==> config.mk <==
export PLATFORM = sky130hd
export DESIGN_NAME = clock_step_controller
export DESIGN_NICKNAME = d
export VERILOG_FILES = /design/src/rtl/clock_step_controller.sv
export SDC_FILE = /design/constraint.sdc
export NUM_CORES = 1
export LEC_CHECK = 0
export ABC_AREA = 1
export CAP_MARGIN = 15
export CELL_PAD_IN_SITES_DETAIL_PLACEMENT = 1
export CELL_PAD_IN_SITES_GLOBAL_PLACEMENT = 2
export CORE_ASPECT_RATIO = 0.6
export CORE_MARGIN = 5
export CORE_UTILIZATION = 28
export CTS_CLUSTER_DIAMETER = 50
export DETAILED_ROUTE_END_ITERATION = 10
export GPL_ROUTABILITY_DRIVEN = 0
export PLACE_DENSITY_LB_ADDON = 0.1
export RECOVER_POWER = 25
export SLEW_MARGIN = 20
export SYNTH_ARGS = -nofsm -noshare
export SYNTH_HDL_FRONTEND = slang
export SYNTH_SLANG_ARGS = --single-unit
==> constraint.sdc <==
create_clock -name clk -period 2.2 [get_ports clk]
set_clock_uncertainty 0.2 [all_clocks]
set_input_delay 0.55 -clock clk [delete_from_list [all_inputs] [get_ports clk]]
set_output_delay 0.55 -clock clk [all_outputs]
set_load 0.005 [all_outputs]
==> src/rtl/clock_step_controller.sv <==
// clock_step_controller
// Front-panel execution controller for the 8-bit Machine. Converts run / step /
// halt requests into a clock-enable (cpu_ce) and a stretched reset (cpu_reset),
// giving hardware the same free-run / single-step control a bench gets by
// toggling clk.
//
// Parameters:
//   DIV_W     width of the run-rate divider input
//   RST_HOLD  clk cycles cpu_reset stays high after reset deasserts (>=1)
//   CNT_W     width of the executed-cycle counter
//
// Ports:
//   clk, reset   system clock, asynchronous active-high reset
//   run_req      level, request free-run
//   step_req     single-step request, rising edge only
//   halt_req     level, force halt (beats run_req)
//   div          run rate: one cpu_ce every div+1 clk cycles (latched on RUN entry)
//   cpu_halt     Machine has executed HLT
//   cpu_ce       Machine clock-enable
//   cpu_reset    registered reset to the Machine
//   state        00 HOLD, 01 HALTED, 10 STEP, 11 RUN
//   cycle_count  number of cpu_ce cycles issued (wraps)
//
// Optional feature, macro STEP_CTRL_BREAKPOINT_EN:
//   bp_en, bp_cycle (in), bp_hit (out). While running, a cpu_ce that makes
//   cycle_count equal bp_cycle is the last one issued; bp_hit is sticky until
//   the next entry to RUN or STEP.
module clock_step_controller #(
  parameter int unsigned DIV_W    = 8,
  parameter int unsigned RST_HOLD = 4,
  parameter int unsigned CNT_W    = 16
) (
  input  logic             clk,
  input  logic             reset,
  input  logic             run_req,
  input  logic             step_req,
  input  logic             halt_req,
  input  logic [DIV_W-1:0] div,
  input  logic             cpu_halt,
`ifdef STEP_CTRL_BREAKPOINT_EN
  input  logic             bp_en,
  input  logic [CNT_W-1:0] bp_cycle,
  output logic             bp_hit,
`endif
  output logic             cpu_ce,
  output logic             cpu_reset,
  output logic [1:0]       state,
  output logic [CNT_W-1:0] cycle_count
);

  typedef enum logic [1:0] {
    S_HOLD   = 2'b00,
    S_HALTED = 2'b01,
    S_STEP   = 2'b10,
    S_RUN    = 2'b11
  } state_e;

  localparam int unsigned HOLD_W = (RST_HOLD < 2) ? 1 : $clog2(RST_HOLD);

  state_e             state_q, state_d;
  logic [HOLD_W-1:0]  hold_cnt_q, hold_cnt_d;
  logic [DIV_W-1:0]   div_cnt_q, div_cnt_d;
  logic [DIV_W-1:0]   div_q, div_d;
  logic               step_q;
  logic               cpu_reset_q, cpu_reset_d;
  logic [CNT_W-1:0]   cycle_count_q, cycle_count_d;
  logic               bp_hit_q, bp_hit_d;
  logic               step_edge;
  logic               ce;

  // Registers-only decode so the Machine never sees a glitchy enable.
  assign ce        = (state_q == S_STEP) || ((state_q == S_RUN) && (div_cnt_q == div_q));
  assign step_edge = step_req & ~step_q;

  always_comb begin
    state_d       = state_q;
    hold_cnt_d    = hold_cnt_q;
    div_cnt_d     = div_cnt_q;
    div_d         = div_q;
    bp_hit_d      = bp_hit_q;
    cycle_count_d = cycle_count_q + CNT_W'(ce);

    case (state_q)
      S_HOLD: begin
        if (hold_cnt_q == HOLD_W'(RST_HOLD - 1)) begin
          state_d = S_HALTED;
        end else begin
          hold_cnt_d = hold_cnt_q + HOLD_W'(1);
        end
      end
      S_HALTED: begin
        if (step_edge) begin
          state_d  = S_STEP;
          bp_hit_d = 1'b0;
        end else if (run_req && !halt_req && !cpu_halt) begin
          state_d   = S_RUN;
          div_d     = div;
          div_cnt_d = '0;
          bp_hit_d  = 1'b0;
        end
      end
      S_STEP: begin
        state_d = S_HALTED;
      end
      S_RUN: begin
        div_cnt_d = (div_cnt_q == div_q) ? '0 : div_cnt_q + DIV_W'(1);
        // Exit is registered: a cpu_ce already high this cycle is kept.
        if (halt_req || cpu_halt || !run_req) begin
          state_d = S_HALTED;
        end
`ifdef STEP_CTRL_BREAKPOINT_EN
        if (bp_en && ce && (cycle_count_d == bp_cycle)) begin
          state_d  = S_HALTED;
          bp_hit_d = 1'b1;
        end
`endif
      end
      default: state_d = S_HOLD;
    endcase

    // Registered so it falls on the same edge the state becomes HALTED.
    cpu_reset_d = (state_d == S_HOLD);
  end

  always_ff @(posedge clk or posedge reset) begin
    if (reset) begin
      state_q       <= S_HOLD;
      hold_cnt_q    <= '0;
      div_cnt_q     <= '0;
      div_q         <= '0;
      step_q        <= 1'b0;
      cpu_reset_q   <= 1'b1;
      cycle_count_q <= '0;
      bp_hit_q      <= 1'b0;
    end else begin
      state_q       <= state_d;
      hold_cnt_q    <= hold_cnt_d;
      div_cnt_q     <= div_cnt_d;
      div_q         <= div_d;
      step_q        <= step_req;
      cpu_reset_q   <= cpu_reset_d;
      cycle_count_q <= cycle_count_d;
      bp_hit_q      <= bp_hit_d;
    end
  end

  assign cpu_ce      = ce;
  assign cpu_reset   = cpu_reset_q;
  assign state       = state_q;
  assign cycle_count = cycle_count_q;

`ifdef STEP_CTRL_BREAKPOINT_EN
  assign bp_hit = bp_hit_q;
`endif

endmodule
After elaboration in Yosys (flattened, before gate mapping)

Index checks and enable logic that the tools add are counted.

Add/subtract/negate cells: 3
Eq/ne operators: 7
Multiplexer cells: 9
Bitwise logic cells: 4
Reduce and logical (&&, ||, !) cells: 15

Operators with widths:

| operator                                             | number |
|---|---|
| two-way mux 8 bit                                    | 3 |
| adder 16 x 1 -> 16 bit                               | 1 |
| case mux 8 bit (2 select lines)                      | 1 |
| adder 8 x 1 -> 8 bit (second input constant)         | 1 |
| equality test 8 bit                                  | 1 |
| two-way mux 2 bit                                    | 4 |
| case mux 2 bit (4 select lines)                      | 1 |
| equality test 2 bit (second input constant)          | 3 |
| AND reduction 3 bit                                  | 2 |
| zero test 2 bit                                      | 2 |
| != test 2 bit (second input constant)                | 2 |
| logical AND 1 bit                                    | 3 |
| zero test 1 bit                                      | 3 |
| logical OR 1 bit                                     | 3 |
| inverter 1 bit                                       | 3 |
| adder 2 x 1 -> 2 bit (second input constant)         | 1 |
| equality test 2 x 1 -> 1 bit (second input constant) | 1 |
| AND reduction 2 bit                                  | 1 |
| nonzero test 2 bit                                   | 1 |
| AND 1 bit                                            | 1 |

Bits in registers: 38
Input port bits: 14
Output and inout bits: 20
Logic and storage cells: 45

Logic depth before layout (Yosys ltp)

Gate-level depths: netlist of the first run.

Depth in word-level cells: 7
Gate-level depth with buffers: 14
Gate-level depth less buffers: 14

Worst setup path before layout of the first run

Ideal clock, no wire load.

Kind: flip-flop to flip-flop
From: reg div_cnt_q[3]
To: reg cycle_count_q[12] (netlist: cycle_count[12])
Library setup time: 123 ps
Arrival: 2039 ps
Slack: -162 ps
Stages on the path, launching flop included: 13
Path buffers: 1
Cell sequence: dfrtp_1 -> buf_2 -> xnor2_1 -> nand2_1 -> nor2_1 -> nand2_2 -> a21boi_1 -> ha_1 -> ha_1 -> nand3_2 -> nor3_4 -> nand3_1 -> xor2_1

Cells in the longest elaborated chain, start to end: 4

RTL lines:

| what                   | RTL line | text |
|---|---|---|
| from (decl)            | 62       | `logic [DIV_W-1:0] div_cnt_q, div_cnt_d;` |
| from (signal assigned) | 138      | `div_cnt_q <= div_cnt_d;` |
| equality test 8 bit    | 72       | `assign ce = (state_q == S_STEP) \|\| ((state_q == S_RUN) && (div_cnt_q == div_q));` |
| logical AND 1 bit      | 72       |  |
| logical OR 1 bit       | 72       |  |
| via cpu_ce             | 45       | `output logic cpu_ce,` |
| adder 16 x 1 -> 16 bit | 81       | `cycle_count_d = cycle_count_q + CNT_W'(ce);` |
| via cycle_count_d[12]  | 66       | `logic [CNT_W-1:0] cycle_count_q, cycle_count_d;` |
| to (signal assigned)   | 142      | `cycle_count_q <= cycle_count_d;` |
| to (decl)              | 66       |  |

The timed path passes the listed nets, and every way through them passes these cells.
A chain may end at the register's enable or synchronous reset.

Worst setup path in the final report of the first run

From: reg div_cnt_q[2]
To: reg cycle_count_q[14] (netlist: cycle_count[14])

Cells in the longest elaborated chain, start to end: 4

RTL lines:

| what                   | RTL line |
|---|---|
| equality test 8 bit    | 72 |
| logical AND 1 bit      | 72 |
| logical OR 1 bit       | 72 |
| adder 16 x 1 -> 16 bit | 81 |
| via cycle_count_d[14]  | 66 |

The timed path passes the listed nets, and every way through them passes these cells.

==> run_results.csv, run 1 <==
group,metric,value,unit
floorplan,core.rowCount,23,
pwr,netSwitchingFraction,0.315,
synth,avgSynthCellArea,9.09,um2
place,port_buffers,33,
layout,seq_area,953,um2
clock_network,clockBufferDepth,2,
sta,rsz0062_at_grt,"true",
layout,drive_above_1_share,0.279,
pwr,power.switching,0.00100,W
floorplan,fp.dieW,117,um
worst_setup_path,critPathMaxStageDelay,0.41,ns
drt,drt_wl_total,5150,um
floorplan,pin_count,34,
synth,yosys-top-cells-count,"nand2_1, dfrtp_1, inv_1",
layout,multi_input_area,911,um2
synth,async_reset_ff_frac,1.00,
synth,yosysWarningCount,0,
drt,highest_layer,"met4",
status,outcome,"finished, violations left",
drt,met1_length,2970,um
place,dp_cells,352,
sta,clock.fmax,409,MHz
synth,synthesis.nets,228,
layout,fillCellCount,767,
sta,min_period_over_period,1.11,
drt,first_pass_iters,4,
synth,synth_top_area_frac,0.485,
drt,dr_wl_met2,1870,um
drt,vias_per_cell,4.24,
global_routing,grt_pass1_vias,1563,
clock_network,cts_root_buffer,"clkbuf_16",
drt,post_drt_wl_per_cell,13.9,um
drt,drt_iter0_markers,50,
synth,netlist_area,1910,um2
synth,seq_area_frac_synth,0.499,
drt,drc,0,
worst_setup_path,path_common_cell,"xnor2_2",
worst_setup_path,cp-start-kind,"register",
synth,synth_area_leader_cell,"dfrtp_1",
worst_setup_path,crit_required,2.17,ns
min_path,hp-class,"register to register",
drt,num_vias,1569,
status,violations,"negative setup slack",
floorplan,die_y,74.0,um
floorplan,dieArea,8620,um2
global_routing,grt-ovfl-total,0,
sta,tightest_slew,0.765,ns
place,place_area,2580,um2
sta,maxSlewHeadroom,0.490,
global_routing,grt_pass1_wl,8470,um
pwr,total_power,0.00318,W
synth,yosysMostFrequentCell,"nand2_1",
pwr,p_int,0.00218,W
layout,design_area,2920,um2
clock_network,h-tree-depth,2,
synth,ys_ff_latch,38,
worst_setup_path,cp_cell_sequence,"xnor2_2 > nand2_1 > nor2_2 > nand2_2 > a21boi_2 > ha_2 > ha_4 > nand3_4 > nor3_4 > nand3_2 > xnor2_2",
pwr,clkPwrFrac,0.306,
worst_setup_path,cp_slowest_cell,"dfrtp_1",
global_routing,antenna_found_initial,0,
worst_setup_path,crit_fanout,5,
clock_network,insertion_delay,0.28,ns
floorplan,initial_core_util,0.287,
drt,wl_met3,302,um
sta,period_minus_slack,2.45,ns
layout,insertedDiodeCount,0,
worst_setup_path,criticalPathCategory,"register to register",
pwr,combPwrFrac,0.342,
synth,synthFlopType,"dfrtp_1",
sta,hold_viol,0,
global_routing,track_usage,0.130,
pwr,ir_worst_vdd,0.403,mV
clock_network,clock-sinks,38,
global_routing,grt_max_degree,31,
sta,setup_viol,14,
clock_network,clk_pin_slew,0.06,ns
clock_network,numCtsBuffers,5,
synth,synth_area_leaders,"dfrtp_1, nand2_1, xor2_1, inv_1, xnor2_1",
layout,layout.nets,300,
synth,synth-edff-count,0,
pwr,pwr-share-seq,0.352,
layout,syn_to_final_growth,52.7,%
synth,synth_cell_type_count,30,
place,post-dp-hpwl,3860,um
worst_setup_path,arrival,2.42,ns
sta,layout_setup_ws,-0.245,ns
clock_network,cts_tree,"yes",
sta,finalMaxSlewViolations,0,
pwr,p_leak,1.40,nW
floorplan,coreArea,6650,um2
layout,layout.cells.non_filler,370,
worst_setup_path,critical_path.endpoint_type,"register",
synth,syn_inst,210,
job,maxCapViolations,0,
drt,antenna_left,0,
pwr,p_per_area,1090,nW/um2
[what timing repair did]
item                                   in CTS  in global routing
hold buffers                                0                  0
endpoints found under the hold margin       0                  0
pin swaps                                   3                 10
setup buffers                               5                  6
setup endpoints to repair                  12                 15
resized for setup                          13                 12
[area by class of cell]
type | instances | share of cell area
sequential | 38 | 0.327
clock inverter | 2 | 0.0206
clock buffer | 6 | 0.0476
tap | 87 | 0.0373
multi-input combinational | 137 | 0.312
timing repair buffer | 67 | 0.211
inverter | 33 | 0.0442
[through the flow]
stage	setup TNS (ns)	setup WS (ns)	utilization	hold WS, ns
2_1_floorplan	-0.135	-0.0582	-	0.248
3_3_place_gp	-0.701	-0.169	0.389	0.267
3_5_place_dp	-0.999	-0.185	0.389	0.272
4_1_cts	-1.01	-0.153	0.430	0.284
5_1_grt	-3.94	-0.372	0.439	0.322
6_report	-2.20	-0.245	0.439	0.280
[power by group through the flow]
stage	Combinational [W]	Clock [W]	Sequential, W
floorplan	0.000528	0	0.00111
global placement	0.00103	0	0.00111
detailed placement	0.00103	0	0.00111
CTS	0.00108	0.00100	0.00112
global route	0.00122	0.00104	0.00116
finish	0.00109	0.000974	0.00112
[cell families (layout without fill, tap and decap cells)]
kind of cell,after synthesis,in the layout,synth area share
DFF,38,38,0.499
muxes,1,1,0.00590
AOI/OAI and AO/OA,12,12,0.0393
and+or+nand+nor,96,96,0.245
buffers and inverters,35,108,0.0747
xor gates and xnor gates,24,24,0.110
adders and majority gates,4,4,0.0262
[critical path, delay by kind of cell (launching register included)]
family	cells	cell delay (ns)
AO/OA/AOI/OAI	1	0.18
XOR/XNOR	2	0.37
adder cells (fa/ha/maj)	2	0.38
flip-flops	1	0.41
AND/OR/NAND/NOR	6	0.80
[metal layers]
layer / vias to the layer above / track usage
met3: 4 / 0.0333
met5: - / 0
met2: 31 / 0.155
met4: 0 / 0.0267
li1: 806 / -
met1: 728 / 0.221
[layout by cell type (no fill, tap or decap), types with 5 or more instances in the layout]
master / n
nand3_1: 13
buf_4: 28
clkdlybuf4s50_1: 30
xor2_1: 14
nor3_1: 5
clkbuf_16: 5
xnor2_1: 7
inv_1: 24
o21ai_1: 7
nand2_1: 50
dfrtp_1: 36
nor2_1: 6
inv_2: 6
[sequential cells by signal, indices dropped and copies added, names as in the netlist]
register / cells
cycle_count: 16
cpu_reset: 1
div_cnt_q: 8
hold_cnt_q: 2
div_q: 8
step_q: 1
state: 2
[final timing paths]
path,from,end,slack [ns],depth (start not counted)
worst max-delay path,div_cnt_q[2],cycle_count[14],-0.25,11
worst min-delay path,hold_cnt_q[0],hold_cnt_q[0],0.28,1
worst max register to register,div_cnt_q[2],cycle_count[14],-0.25,11
worst min register to register,hold_cnt_q[0],hold_cnt_q[0],0.28,1
max in group asynchronous,reset,cycle_count[3],0.22,3
min in group asynchronous,reset,hold_cnt_q[1],0.47,2
Note: power is estimated with default switching activity, not from simulation.
==> run 2, diff against run 1 <==
- CORE_MARGIN: 5 -> not set
==> run 2 against run 1 <==
The flow still finishes with violations (negative setup slack); global-route usage rose by 3.6 points; via count shrank 1.7%; die area decreased by 17%; final cell count down 1.1%; critical path type unchanged; critical endpoint is now cycle_count[12]; largest power group unchanged; highest routed layer unchanged.
==> run_results.csv, run 2 (same netlist as run 1, synthesis figures left out) <==
group,metric,value,unit
layout,layout.nets,299,
worst_setup_path,critical_path.endpoint_type,"register",
pwr,ir_worst_vdd,0.445,mV
worst_setup_path,r2r_setup_slack,-0.12,ns
global_routing,antenna_found_initial,0,
layout,final_common_cell,"nand2_1",
worst_setup_path,criticalPathCategory,"register to register",
floorplan,initial_core_util,0.302,
global_routing,grt-ovfl-total,0,
drt,post_drt_wl_per_cell,13.9,um
sta,clock.fmax,431,MHz
clock_network,clockBufferDepth,2,
clock_network,cts_tree,"yes",
place,post-dp-hpwl,3710,um
place,port_buffers,33,
drt,drt_iter0_markers,62,
clock_network,cts_root_buffer,"clkbuf_16",
floorplan,die_y,66.0,um
clock_network,h-tree-depth,2,
worst_setup_path,crit_required,2.17,ns
layout,insertedDiodeCount,0,
global_routing,grt_max_degree,39,
sta,setup_viol,6,
pwr,p_per_area,1060,nW/um2
global_routing,grt_pass1_vias,1675,
floorplan,dieArea,7160,um2
global_routing,track_usage,0.165,
pwr,total_power,0.00294,W
layout,final_cell_mix,"nand2_1, dfrtp_1, buf_4, clkdlybuf4s50_1, inv_1",
floorplan,core.rowCount,22,
floorplan,coreArea,6330,um2
drt,first_pass_iters,6,
layout,drive_above_1_share,0.252,
place,dp_cells,351,
sta,layout_setup_ws,-0.118,ns
clock_network,clk_pin_slew,0.06,ns
worst_setup_path,cp-start-kind,"register",
floorplan,pin_count,34,
sta,min_period_over_period,1.05,
drt,num_vias,1543,
clock_network,insertion_delay,0.28,ns
sta,period_minus_slack,2.32,ns
worst_setup_path,crit_fanout,5,
sta,rsz0062_at_grt,"true",
layout,largest_reg_flops,16,
drt,drc,0,
clock_network,clock-sinks,38,
status,outcome,"finished, violations left",
layout,layout.cells.non_filler,366,
layout,syn_to_final_growth,45.5,%
floorplan,fp.dieW,109,um
status,violations,"negative setup slack",
clock_network,numCtsBuffers,5,
drt,vias_per_cell,4.22,
worst_setup_path,arrival,2.28,ns
drt,antenna_left,0,
layout,fin_util,0.439,
sta,finalMaxSlewViolations,0,
sta,maxSlewHeadroom,0.341,
pwr,p_leak,1.36,nW
global_routing,grt_pass1_wl,8700,um
sta,hold_viol,0,
min_path,hp-class,"register to register",
job,maxCapViolations,0,
drt,drt_wl_total,5090,um
sta,tightest_slew,0.989,ns
==> run 2: cell types whose count changed in the layout (fill, tap and decap cells not counted), moves of 2 or more <==
cell	previous run	this run
buf_4	28	31
buf_6	3	1
bufinv_16	2	0
nand2_1	50	52
nand2_2	4	2
nand3_1	13	16
nand3_4	4	2
nor2_2	2	4
nor2_4	3	1
xnor2_1	7	9
xnor2_2	3	1
==> run 2: worst max-delay path: stages (launching register included) <==
cell      delay [ns]
dfrtp_1         0.41
inv_2           0.07
nand2_1         0.05
nand2_1         0.06
nand2_1         0.06
nor2_2          0.13
nand2_2         0.07
a21boi_2        0.17
ha_2            0.23
ha_4            0.15
nand3_4         0.08
nor3_4          0.24
nand3_1         0.13
xor2_1          0.16
==> run 2: final cells by class <==
| type | count | area (um2) |
|---|---|---|
| multi-input combinational | 137 | 856 |
| clock buffer | 7 | 143 |
| tap | 84 | 105 |
| sequential | 38 | 953 |
| timing repair buffer | 66 | 589 |
| inverter | 33 | 126 |
| fill | 751 | 3550 |
| clock inverter | 1 | 5.00 |
==> run 2: worst paths after layout <==
kind,end,cells after the start,startpoint
min in group asynchronous,div_cnt_q[7],3,reset
max in group asynchronous,div_cnt_q[3],3,reset
min reg2reg,hold_cnt_q[0],1,hold_cnt_q[0]
max reg2reg,cycle_count[12],13,div_cnt_q[0]
max,cycle_count[12],13,div_cnt_q[0]
min,hold_cnt_q[0],1,hold_cnt_q[0]
==> run 2: timing repair <==
action,4_1_cts,5_1_grt
resized for setup,4,6
setup buffers,2,5
pin swaps,2,2
hold buffers,0,0
endpoints found under the setup margin,8,12
==> run 2: power by group <==
| part | internal (W) | total (W) | switching, W |
|---|---|---|---|
| combinational | 0.000599 | 0.00109 | 0.000493 |
| sequential | 0.000915 | 0.00112 | 0.000207 |
| clock | 0.000449 | 0.000724 | 0.000275 |
==> run 2: metrics by stage <==
stage	hold slack, ns	TNS (ns)	cell area (um2)	setup WS, ns
2_1_floorplan	0.248	-0.135	1950	-0.0582
3_3_place_gp	0.272	-0.578	2580	-0.115
3_5_place_dp	0.268	-0.915	2580	-0.162
4_1_cts	0.276	-0.830	2750	-0.145
5_1_grt	0.287	-2.89	2780	-0.362
6_report	0.273	-0.535	2780	-0.118
==> run 2: layer usage <==
metal,GRT usage,vias to the layer above,routed length [um]
met3,0.0424,5,194
met5,0,-,0
met2,0.228,24,1900
met1,0.249,713,2950
met4,0.0456,0,44
li1,-,801,-
==> run 3, diff against run 2 <==
- GPL_TIMING_DRIVEN: not set -> 0
==> run 3 against run 2 <==
The flow still finishes with violations (negative setup slack); clock power is 12% higher; final cell count is 3.3% lower; wire length is 3.9% lower; critical path type is now register to primary output; highest routed layer unchanged.
==> run_results.csv, run 3 (same netlist as run 1, synthesis figures left out) <==
group,metric,value,unit
status,outcome,"finished, violations left",
status,violations,"negative setup slack",
min_path,worstHoldStart,"hold_cnt_q[0]",
layout,syn_to_final_growth,45.9,%
worst_setup_path,path_common_cell,"nand2_2",
clock_network,cts_root_buffer,"clkbuf_16",
clock_network,clk_pin_slew,0.06,ns
floorplan,pin_count,34,
pwr,p_per_area,1050,nW/um2
place,port_buffers,33,
worst_setup_path,criticalPathCategory,"register to primary output",
global_routing,grt_max_degree,31,
worst_setup_path,r2r_end,"cycle_count[12]",
clock_network,holdBufCountCts,0,
layout,layout.cells.non_filler,354,
sta,setup-tns-final,-1.62,ns
sta,rsz0062_at_grt,"true",
clock_network,cts_tree,"yes",
clock_network,insertion_delay,0.28,ns
sta,hold_viol,0,
pwr,combPwrFrac,0.321,
global_routing,grt_pass1_wl,8270,um
worst_setup_path,r2r_setup_slack,-0.22,ns
min_path,whs_endpoint,"hold_cnt_q[0]",
global_routing,grt-ovfl-total,0,
global_routing,antenna_found_initial,0,
pwr,clkPwrFrac,0.279,
drt,num_vias,1504,
layout,layout.nets,287,
pwr,p_leak,1.30,nW
sta,layout_setup_ws,-0.240,ns
sta,min_period_over_period,1.11,
sta,maxSlewHeadroom,0.537,
floorplan,initial_core_util,0.302,
worst_setup_path,r2r_start,"div_cnt_q[4]",
floorplan,dieArea,7160,um2
worst_setup_path,worst-r2r-cell-count,12,
drt,vias_per_cell,4.25,
worst_setup_path,crit_fanout,2,
sta,tightest_slew,0.694,ns
floorplan,coreArea,6330,um2
sta,finalMaxSlewViolations,0,
layout,fin_util,0.440,
layout,insertedDiodeCount,0,
drt,drt_iter0_markers,61,
worst_setup_path,critPathMaxStageDelay,0.42,ns
floorplan,fp.dieW,109,um
worst_setup_path,critPathBufInv,2,
pwr,ir_worst_vdd,0.470,mV
clock_network,h-tree-depth,2,
layout,largest_reg_flops,16,
worst_setup_path,crit_required,1.45,ns
layout,final_cell_mix,"nand2_1, dfrtp_1, clkdlybuf4s50_1, inv_1, buf_4",
sta,clock.fmax,410,MHz
layout,fillCellCount,744,
layout,final_common_cell,"nand2_1",
sta,setup_viol,12,
global_routing,grt_pass1_vias,1575,
worst_setup_path,cp-start-kind,"register",
place,post-dp-hpwl,3480,um
worst_setup_path,cp_slowest_cell,"dfrtp_2",
sta,whs,0.287,ns
floorplan,core.rowCount,22,
min_path,hp-class,"register to register",
drt,antenna_left,0,
clock_network,clockBufferDepth,2,
clock_network,clock-sinks,38,
pwr,netSwitchingFraction,0.333,
drt,drt_wl_total,4890,um
place,dp_cells,328,
sta,period_minus_slack,2.44,ns
drt,first_pass_iters,4,
pwr,pwr-share-seq,0.400,
min_path,worstHoldPathCells,1,
floorplan,die_y,66.0,um
worst_setup_path,critPathTopFamily,"flip-flops",
job,maxCapViolations,0,
layout,drive_above_1_share,0.244,
pwr,p_int,0.00195,W
pwr,power.switching,0.000971,W
place,place_area,2400,um2
worst_setup_path,critical_path.endpoint_type,"primary output",
drt,drc,0,
layout,design_area,2790,um2
drt,post_drt_wl_per_cell,13.8,um
clock_network,numCtsBuffers,5,
worst_setup_path,cp_cell_sequence,"xnor2_1 > nand2_2 > nor2_2 > nand2_2 > a21boi_4 > buf_4 > clkdlybuf4s15_1",
worst_setup_path,arrival,1.69,ns
global_routing,track_usage,0.158,
[run 3: changes by cell type in the layout (fill, tap and decap cells not counted), moves of 2 or more]
| cell | change |
|---|---|
| nand3_4 | +2 |
| dfrtp_2 | +3 |
| buf_4 | -17 |
| nand3_2 | +2 |
| buf_6 | +5 |
| nand3_1 | -4 |
| dfrtp_1 | -3 |
[run 3: cell type report]
class,count,area [um2],share of cell area
multi-input combinational,137,923,0.332
timing repair buffer,52,485,0.174
clock inverter,1,30.0,0.0108
sequential,38,957,0.344
clock buffer,7,133,0.0476
buffer,2,22.5,0.00809
inverter,33,129,0.0463
tap,84,105,0.0377
[run 3: per-layer routing]
| metal | track usage | vias up | part of all wire |
|---|---|---|---|
| li1 | - | 772 | - |
| met1 | 0.251 | 703 | 0.59 |
| met2 | 0.203 | 24 | 0.37 |
| met3 | 0.0394 | 5 | 0.036 |
| met4 | 0.0405 | 0 | 0.0067 |
| met5 | 0 | - | 0 |
[run 3: worst reg2reg max path: stages (launching register included)]
cell and delay [ns]:
dfrtp_2 0.42, xnor2_1 0.17, nand2_2 0.10, nor2_2 0.10, nand2_2 0.10, a21boi_4 0.20
buf_6 0.13, ha_4 0.13, ha_4 0.14, nand3_4 0.08, nor3_4 0.26, nand3_2 0.11
xor2_1 0.17
[run 3: power by group through the flow]
stage | clock [W] | combinational [W] | sequential (W)
floorplan | 0 | 0.000528 | 0.00111
global placement | 0 | 0.000768 | 0.00116
detailed placement | 0 | 0.000793 | 0.00116
CTS | 0.000836 | 0.000919 | 0.00116
global route | 0.000866 | 0.00107 | 0.00120
finish | 0.000813 | 0.000935 | 0.00117
[run 3: timing repair]
item                                    CTS  global route
endpoints found under the setup margin   13            14
setup buffers                            15             4
cloned                                    0             0
resized for setup                        16            11
pin swaps                                10             9
[run 3: per-stage QoR]
stage / setup slack (ns) / total power (W)
3_3_place_gp: -0.462 / 0.00193
2_1_floorplan: -0.0582 / 0.00164
4_1_cts: -0.323 / 0.00292
3_5_place_dp: -0.473 / 0.00196
5_1_grt: -0.385 / 0.00313
6_report: -0.240 / 0.00292
[run 3: how the worst max path moves through the flow]
stage | startpoint | endpoint | cells past startpoint
6_report | div_cnt_q[4] | cpu_ce | 7
5_1_grt | div_cnt_q[5] | cycle_count[6] | 14
4_1_cts | div_cnt_q[3] | cycle_count[12] | 13
3_5_place_dp | div_cnt_q[4] | cycle_count[14] | 11
3_3_place_gp | div_cnt_q[4] | cycle_count[14] | 11
2_1_floorplan | div_cnt_q[3] | cycle_count[12] | 12
